--- config.mk ---
export PLATFORM = sky130hd
export DESIGN_NAME = seg_scan
export DESIGN_NICKNAME = d
export VERILOG_FILES = /design/src/rtl/seg_scan.sv
export SDC_FILE = /design/constraint.sdc
export NUM_CORES = 1
export LEC_CHECK = 0
export CAP_MARGIN = 20
export CELL_PAD_IN_SITES_DETAIL_PLACEMENT = 0
export CELL_PAD_IN_SITES_GLOBAL_PLACEMENT = 1
export CORE_AREA = 2 2 85 87
export CTS_CLUSTER_SIZE = 10
export DETAILED_ROUTE_END_ITERATION = 6
export DIE_AREA = 0 0 87 89
export PLACE_DENSITY_LB_ADDON = 0.25
export SETUP_SLACK_MARGIN = 0.3
export SLEW_MARGIN = 25
export SYNTH_ARGS = -nofsm -noshare
export SYNTH_HDL_FRONTEND = slang
export SYNTH_SLANG_ARGS = --single-unit
--- constraint.sdc ---
create_clock -name clk -period 3.01 [get_ports clk]
set_clock_uncertainty 0.05 [all_clocks]
set_input_delay 0.602 -clock clk [delete_from_list [all_inputs] [get_ports clk]]
set_output_delay 0.602 -clock clk [all_outputs]
set_load 0.01 [all_outputs]
--- src/rtl/seg_scan.sv ---
// Four-digit multiplexed hex display scanner with a one-entry frame buffer.
// A new frame is captured on load and committed to the display at the end of the scan.
module seg_scan #(
  parameter int unsigned DIV = 50000
) (
  input  logic        clk,
  input  logic        rst_n,
  input  logic        load,
  input  logic [15:0] data,
  input  logic [3:0]  blank,
  input  logic [3:0]  dpi,
  output logic        busy,
  output logic        ack,
  output logic        frame,
  output logic [3:0]  hex,
  output logic [3:0]  an,
  output logic        dp
);

  localparam logic [15:0] LP_LAST = 16'(DIV - 1);

  logic [15:0] r_cnt;
  logic [1:0]  r_sel;
  logic        r_busy;
  logic        r_ack;
  logic [15:0] r_pd_data;
  logic [3:0]  r_pd_blank;
  logic [3:0]  r_pd_dp;
  logic [15:0] r_sh_data;
  logic [3:0]  r_sh_blank;
  logic [3:0]  r_sh_dp;

  logic        w_tick;
  logic        w_frame;
  logic        w_dark;

  assign w_tick  = (r_cnt == LP_LAST);
  assign w_frame = w_tick && (r_sel == 2'd3);

  always_ff @(posedge clk or negedge rst_n) begin
    if (!rst_n) begin
      r_cnt      <= '0;
      r_sel      <= '0;
      r_busy     <= 1'b0;
      r_ack      <= 1'b0;
      r_pd_data  <= '0;
      r_pd_blank <= '0;
      r_pd_dp    <= '0;
      r_sh_data  <= '0;
      r_sh_blank <= '1;
      r_sh_dp    <= '0;
    end else begin
      r_cnt <= w_tick ? '0 : r_cnt + 16'd1;
      if (w_tick) begin
        r_sel <= r_sel + 2'd1;
      end
      r_ack <= 1'b0;
      // Commit has priority; a load arriving in the commit cycle sees busy=1 and is dropped.
      if (w_frame && r_busy) begin
        r_sh_data  <= r_pd_data;
        r_sh_blank <= r_pd_blank;
        r_sh_dp    <= r_pd_dp;
        r_busy     <= 1'b0;
        r_ack      <= 1'b1;
      end else if (load && !r_busy) begin
        r_pd_data  <= data;
        r_pd_blank <= blank;
        r_pd_dp    <= dpi;
        r_busy     <= 1'b1;
      end
    end
  end

  // First cycle of every slot is forced dark to avoid ghosting between digits.
  assign w_dark = (r_cnt == '0) || r_sh_blank[r_sel];

  always_comb begin
    hex = 4'(r_sh_data >> {r_sel, 2'b00});
    an  = w_dark ? 4'b1111 : ~(4'b0001 << r_sel);
    dp  = r_sh_dp[r_sel] & ~w_dark;
  end

  assign busy  = r_busy;
  assign ack   = r_ack;
  assign frame = w_frame;

endmodule
Yosys cells after proc, flatten, opt, wreduce, memory -nomap -nowiden --
Cells that the tools add are included.
Word-level totals: bits in registers 68, bits in latches 0, bits in writable memories 0, memory bits (read-only) 0, bits of input ports 27, output and inout bits 12, memories kept 0
Cells by class: add/sub/neg operators 2, multipliers 0, div/mod/pow operators 0, magnitude comparators 1, eq/ne operators 2, shift operators 2, muxes and demuxes 9, bitwise gates (word level) 4, reduce and logical (&&, ||, !) cells 8
Operators by type and width (number):
- $add 16x1->16 const B | 1
- $eq 16x16->1 const B | 1
- $logic_not 16->1 | 1
- $mux 16 | 1
- $shr 16x4->4 | 1
- $mux 1 | 5
- $bmux 1 s2 | 2
- $mux 4 | 1
- $not 4->4 | 1
- $shl 1x2->4 const A | 1
- $logic_and 1x1->1 | 3
- $lt 2x3->1 const B | 1
- $add 2x1->2 const B | 1
- $eq 2x2->1 const B | 1
- $not 1->1 | 2
- $reduce_and 2->1 | 1
- $reduce_bool 2->1 | 1
- $and 1x1->1 | 1
- $logic_not 1->1 | 1
- $logic_or 1x1->1 | 1

Depth between registers and ports, before layout --
Gate-level depths: netlist of the first run.
word-level depth 5, depth in mapped cells 7

Worst setup path before layout of the first run --
Ideal clock, no wire load.
kind register to output, from register r_sel[0], to output dp, arrival time 1745 ps, required time 2358 ps, path slack 613 ps, stages on the path, launching flop included 5, buffers on the path 1, cell sequence dfrtp_1 -> clkbuf_1 -> mux4_2 -> a31oi_1 -> and2_1
On the way: word-level cells in the longest chain between the ends 5, elaborated cells on any way between the ends 7, classes of those cells mux (4); bitwise (2); reduce/logical (1)
RTL lines:
- start, declared | line 23 | logic [1:0] r_sel;
- start signal, assigned | line 55 | r_sel <= r_sel + 2'd1;
- $bmux 1 s2 | line 75 | assign w_dark = (r_cnt == '0) || r_sh_blank[r_sel];
- $mux 1 (not written as such) | line 75
- $logic_or 1x1->1 | line 75
- $not 1->1 | line 80 | dp = r_sh_dp[r_sel] & ~w_dark;
- $and 1x1->1 * | line 80
- end, declared | line 17 | output logic dp
Every way passes the cells marked *; elsewhere a longest branch is shown, timed or not. The select of a mux whose other input is x is not followed.

Final worst setup path of the first run --
from register r_cnt[11], to output an[0]
On the way: word-level cells in the longest chain between the ends 3
RTL lines:
- start, declared | line 22 | logic [15:0] r_cnt;
- start signal, assigned | line 53 | r_cnt <= w_tick ? '0 : r_cnt + 16'd1;
- $logic_not 16->1 | line 75
- $logic_or 1x1->1 | line 75
- $mux 4 | line 79 | an = w_dark ? 4'b1111 : ~(4'b0001 << r_sel);
- end, declared | line 16 | output logic [3:0] an,
No other way between the ends.

==> impl_results.md, run 1 <==
- Status: completed
- Max Cap Viol: 0
- CP Capture Type: output port
- DR DRC count: 0
- Final Max Slew Viols: 0
- TritonRoute pass-1 iters: 4
- Final wirelength: 5403 µm
- Synth top area cells: dfrtp_1, mux2_2, mux2_4
- Top delay family on crit path: simple AND/OR/NAND/NOR gates
- Number of global-route vias before repair: 1867
- Clk Tree Root Cell: clkbuf_8
- Actual slew at the worst max-slew pin: 741.2 ps
- Warnings from Yosys: 0
- Compound-cell area share of the yosys netlist: 0.01038
- N_diodes: 0
- Crit path time final: 2694 ps
- Clk Latency, worst-skew pair: 340 ps
- Flops & latches, synth: 68
- Grt ovf: 0
- Initial Utilization: 0.4486
- Worst vdd ir: 0.2752 mV
- Initial DRC Count: 66
- Antenna violations before repair: 0
- Max Buffers Root-to-Sink: 2
- H-Tree Depth: 3
- Io pins: 39
- Yosys cell types: 31
- Die ar.: 7743 µm²
- HPWL after DPL: 3721 µm
- First-pass GRT wire length: 9411 µm
- Vias: 1807
- GP Congestion: 0.8023
- I/O Buffers: 38
- Worst rel slew slack: 0.5059
- Crit path max fanout: 3
- Dominant cell type by area after synthesis: dfrtp_1
- Crit-path cells: or4_4 -> nor2_4 -> a31oi_4 -> buf_4 -> nand2_1 -> dlygate4sd2_1
- Top-count cell post-synth: dfrtp_1
- TritonCTS buffer count: 9
- Setup violations, final: 0
- Fmax: 371.3 MHz
- Xor and xnor area share after synthesis: 0.03778
- Average cell area after synthesis: 14.08 µm²
- RSZ-0062 raised after global routing: yes
- Gr usage total: 0.1645
- CTS Sinks: 68
- Nets: between 200 and 300
- Simple-gate portion of the synthesized area: 0.09381
- Crit path arrival time: 2040 ps
- Required @ worst endpoint: 2360 ps
- # hold bufs at CTS: 0
- Crit Path Class: reg -> out
- CP startpoint kind: flip-flop
- CP peak stage delay: 580 ps
- Post-Syn Instances: roughly 210
- Proportion of synthesized area in mux cells: 0.2366
- Leakage: 1.681 nW
- Cell Pwr Density: around 500 nW/µm²
- Crit share post-route: 0.8949
- Pin count of the biggest net entering global routing: 38
- Vias per cell: 5.178
- Top cell type's share of synthesized area: 0.5313
- Ys async rst share: 1.000
- Die width: 87 µm
- Final Hold Viols: 0
- Final TNS setup: 0 ps
- Row cnt: 30
- Crit path buffers/inverters: 2
- Synth Area in Adders: 0.02491
- Register area share after synthesis: 0.5662
- Die Y: between 80 and 90 µm
- Main synth FF type: dfrtp_1
- Post-layout total power: roughly 0.0019 W
- Main combinational cell family by area after synthesis: multiplexers
- Cell area after synthesis: 3014 µm²
- Slowest CP cell: or4_4
- Share of cells above drive strength 1: 0.3234
- Syn nets: 247
- Total core area: 6719 µm²
- Area Overhead vs Synth: 25.20%
- Most instantiated cells after synthesis: dfrtp_1, mux2_2, nor2_1
- CTS tree: done
- Detail Route Antenna Nets: 0
- Clk slew on worst S/H paths: roughly 80 ps
- HP Class: in -> async
- DR WL/cell: 15.48 µm
- Post-synth EDFFs: 0
[final cells by class]
| cell class | count | area [µm²] |
|---|---|---|
| clock buffers | 13 | 178.9 |
| clock inverters | 3 | 42.54 |
| fillers | 570 | 2945 |
| inverters | 5 | 18.77 |
| multi-input cells | 131 | 1247 |
| flip-flops and latches | 68 | 1707 |
| well taps | 80 | 100.1 |
| repair buffers | 49 | 479.2 |
[flip-flops by register name (all words and copies together) (netlist names), 2 cells and up]
name and cells:
r_pd_data 16, r_pd_blank 4, r_pd_dp 4, r_sh_dp 4, r_sh_blank 4, r_sh_data 16, r_cnt 16, r_sel 2
[final timing paths]
kind	startpoint	end	slack [ps]	cells after the start
worst max-delay path	r_cnt[11]	an[0]	320	6
worst min register to register	r_sh_data[13]	r_sh_data[13]	440	1
worst min-delay path	rst_n	r_pd_blank[0]	270	1
worst max register to register	r_cnt[11]	r_sh_dp[3]	550	6
min in group clk	r_sh_data[13]	r_sh_data[13]	440	1
max in group asynchronous	rst_n	r_sh_blank[3]	1920	2
[metal layers]
metal / share of wire / vias to the layer above / global-route usage / wire length, µm
met4: 0.020 / 0 / 0.08523 / 107
met2: 0.44 / 30 / 0.2373 / 2391
met5: 0 / - / 0 / 0
li1: - / 852 / - / -
met1: 0.50 / 917 / 0.2321 / 2705
met3: 0.037 / 8 / 0.03878 / 199
[power by group]
part / switching [W] / internal (W) / total, W
registers: 0.0000186 / 0.000951 / 0.000970
clock network: 0.000335 / 0.000472 / 0.000807
logic: 0.0000295 / 0.0000586 / 0.0000880
total: 0.000384 / 0.00148 / 0.00187
[through the flow]
stage	instance area [µm²]	utilization	hold slack, ps	instances	worst slack, ps
detailed placement	3497	0.5205	422.8	329	297.0
global route	3774	0.5616	329.8	349	230.6
global placement	3497	0.5205	414.3	329	349.6
finish	3774	0.5616	268.6	349	316.4
CTS	3764	0.5601	293.4	348	110.0
floorplan	3014	-	256.4	214	613.0
[what timing repair did]
item / in CTS / in global routing
endpoints found under the setup margin: 6 / 3
gates resized for setup: 10 / 4
cloned: 0 / 0
buffers inserted: 3 / 1
[cell usage in the layout (no fill, tap or decap), types with 2 or more instances in the layout]
cell,instances
a21oi_1,2
and2_1,2
and3_1,2
buf_12,2
buf_4,8
clkbuf_8,13
clkdlybuf4s50_1,31
dfrtp_1,64
dfstp_2,4
dlygate4sd2_1,4
ha_1,6
inv_1,5
mux2_1,8
mux2_2,30
mux2_4,10
mux4_2,6
nand2_1,9
nand3_1,8
nand4_1,5
nor2_1,11
nor3_1,2
nor4_1,2
o21ai_0,3
or2_2,2
or3_1,3
xnor2_1,10
xor2_1,3
[logic make-up (layout without fill, tap and decap cells)]
group | Yosys count | in the layout
AOI/OAI and AO/OA | 6 | 6
DFF | 68 | 68
xor gates and xnor gates | 13 | 13
buffers and inverters | 15 | 70
adders and majority gates | 6 | 6
and+or+nand+nor | 52 | 52
muxes | 54 | 54
Note: power is estimated with default switching activity, not from simulation.
==> run 2, diff against run 1 <==
CORE_AREA = 2 2 80 82   (was 2 2 85 87)
DIE_AREA = 0 0 82 84   (was 0 0 87 89)
DONT_BUFFER_PORTS = 1   (was unset)
PLACE_DENSITY_LB_ADDON = 0.15   (was 0.25)
==> run 2 against run 1 <==
  * Global-route usage up 1.4 points
  * Critical endpoint is now dp
  * Die area down 11%
  * Clock power down 8.3%
  * Final area down 13%
  * Final cell count down 13%
  * Register-to-register slack better by 20 ps
==> impl_results.md, run 2 (synthesis results as in run 1) <==
- Crit Path Class: reg -> out
- Top Registers: r_cnt x16, r_pd_data x16, r_sh_data x16
- Worst vdd ir: 0.3339 mV
- Required @ worst endpoint: 2360 ps
- Row cnt: 29
- HP Class: in -> async
- Worst flop-to-flop path startpoint: r_cnt[4]
- TritonRoute pass-1 iters: 4
- Worst rel slew slack: 0.7042
- Vias per cell: 5.493
- Nets: 253
- TritonCTS buffer count: 9
- Clk slew on worst S/H paths: about 80 ps
- Crit path time final: 2544 ps
- Final Hold Viols: 0
- Vias: 1659
- Reg2reg setup slack: about 570 ps
- Register area: roughly 1700 µm²
- I/O Buffers: 0
- N_diodes: 0
- Top delay family on crit path: simple AND/OR/NAND/NOR gates
- Final TNS setup: 0 ps
- CP startpoint kind: flip-flop
- Status: completed
- Post-Place Setup Slack: 474.6 ps
- Gr usage total: 0.1782
- CP peak stage delay: 570 ps
- Antenna violations before repair: 0
- Final wirelength: 5311 µm
- Number of global-route vias before repair: 1829
- Clk Tree Root Cell: clkbuf_8
- Detail Route Antenna Nets: 0
- CTS Sinks: 68
- Area Overhead vs Synth: 9.506%
- Initial Utilization: 0.4945
- Max Buffers Root-to-Sink: 2
- Finished Layout Cells: 302
- Final WS setup: about 470 ps
- Crit path max fanout: 5
- Clk Latency, worst-skew pair: 330 ps
- Most frequent cells in the layout: dfrtp_1, mux2_2, nor2_1
- Setup violations, final: 0
- Final Max Slew Viols: 0
- Multi-input logic area: 1219 µm²
- Io pins: 39
- Initial DRC Count: 58
- Fmax: a little under 400 MHz
- Fill count: 519
- GP Congestion: 0.8304
- RSZ-0062 raised after global routing: no
- CP Capture Type: output port
- Max Cap Viol: 0
- Most common cell after layout, fill and taps aside: dfrtp_1
- Crit path arrival time: about 1900 ps
- Share of cells above drive strength 1: 0.3422
- CTS tree: done
- H-Tree Depth: 3
- Crit path buffers/inverters: 0
- DR DRC count: 0
- Grt ovf: 0
- Dpl cells: 285
- Actual slew at the worst max-slew pin: 441.6 ps
- Die ar.: about 6900 µm²
- HPWL after DPL: 3555 µm
- Reg2reg end: r_sh_dp[2]
- DR WL/cell: 17.59 µm
- Leakage: about 1.5 nW
- Util after Layout: 0.5415
- Worst r2r path cells: 5
- Die width: 82 µm
- First-pass GRT wire length: roughly 9100 µm
- Die Y: between 80 and 90 µm
- Total core area: 6096 µm²
- Cell Pwr Density: 535.9 nW/µm²
- Crit share post-route: 0.8452
- Crit-path cells: or4_4 -> nor2_1 -> a31oi_1 -> and2_1
- Slowest CP cell: or4_4
- Pin count of the biggest net entering global routing: 65
## run 2: changes by cell type in the layout (fill, tap and decap cells not counted), moves of 2 or more
cell,change
buf_12,-2
buf_4,-4
clkbuf_8,-3
clkdlybuf4s50_1,-31
dlygate4sd2_1,-4
## run 2: per-layer routing
metal	GRT usage	wire (µm)
met5	0	0
met4	0.04545	24
met3	0.07576	238
met2	0.2942	2820
met1	0.2121	2228
## run 2: metrics by stage
stage	power, W	hold WS [ps]	instance area [µm²]
CTS	0.001795	33.60	3299
floorplan	0.001014	256.4	3014
global route	0.001856	19.20	3301
global placement	0.001022	259.7	3070
detailed placement	0.001027	260.0	3070
finish	0.001769	57.00	3301
## run 2: repair_timing
item	4_1_cts	5_1_grt
buffers inserted	0	0
resized for setup	0	1
hold buffers	1	0
endpoints found under the setup margin	0	2
hold endpoints to repair	64	0
## run 2: cell type report
| class | instances | area share |
|---|---|---|
| sequential | 68 | 0.5174 |
| multi-input combinational | 131 | 0.3692 |
| clock inverter | 6 | 0.01933 |
| tap | 77 | 0.02919 |
| inverter | 5 | 0.005686 |
| timing repair buffer | 5 | 0.01744 |
| clock buffer | 10 | 0.04170 |
## run 2: report_power, final
part / internal [W] / switching [W] / total [W]
Clock: 0.000403 / 0.000337 / 0.000740
Combinational: 0.0000315 / 0.0000247 / 0.0000562
Sequential: 0.000951 / 0.0000209 / 0.000972
## run 2: worst reg2reg max path, cell delays in order, from the launching register on
cell and delay [ps]:
dfrtp_1 450, or3_1 460, nor4_4 400, and3_1 210, buf_4 370, mux2_2 400
## run 2: worst max path at each step
stage | from | end | slack, ps | depth (start not counted)
2_1_floorplan | r_sel[0] | dp | 610 | 4
3_3_place_gp | r_cnt[11] | r_sh_data[15] | 530 | 5
3_5_place_dp | r_cnt[11] | r_sh_dp[2] | 470 | 5
4_1_cts | r_sel[1] | dp | 320 | 3
5_1_grt | r_cnt[4] | frame | 360 | 3
6_report | r_cnt[11] | dp | 470 | 4
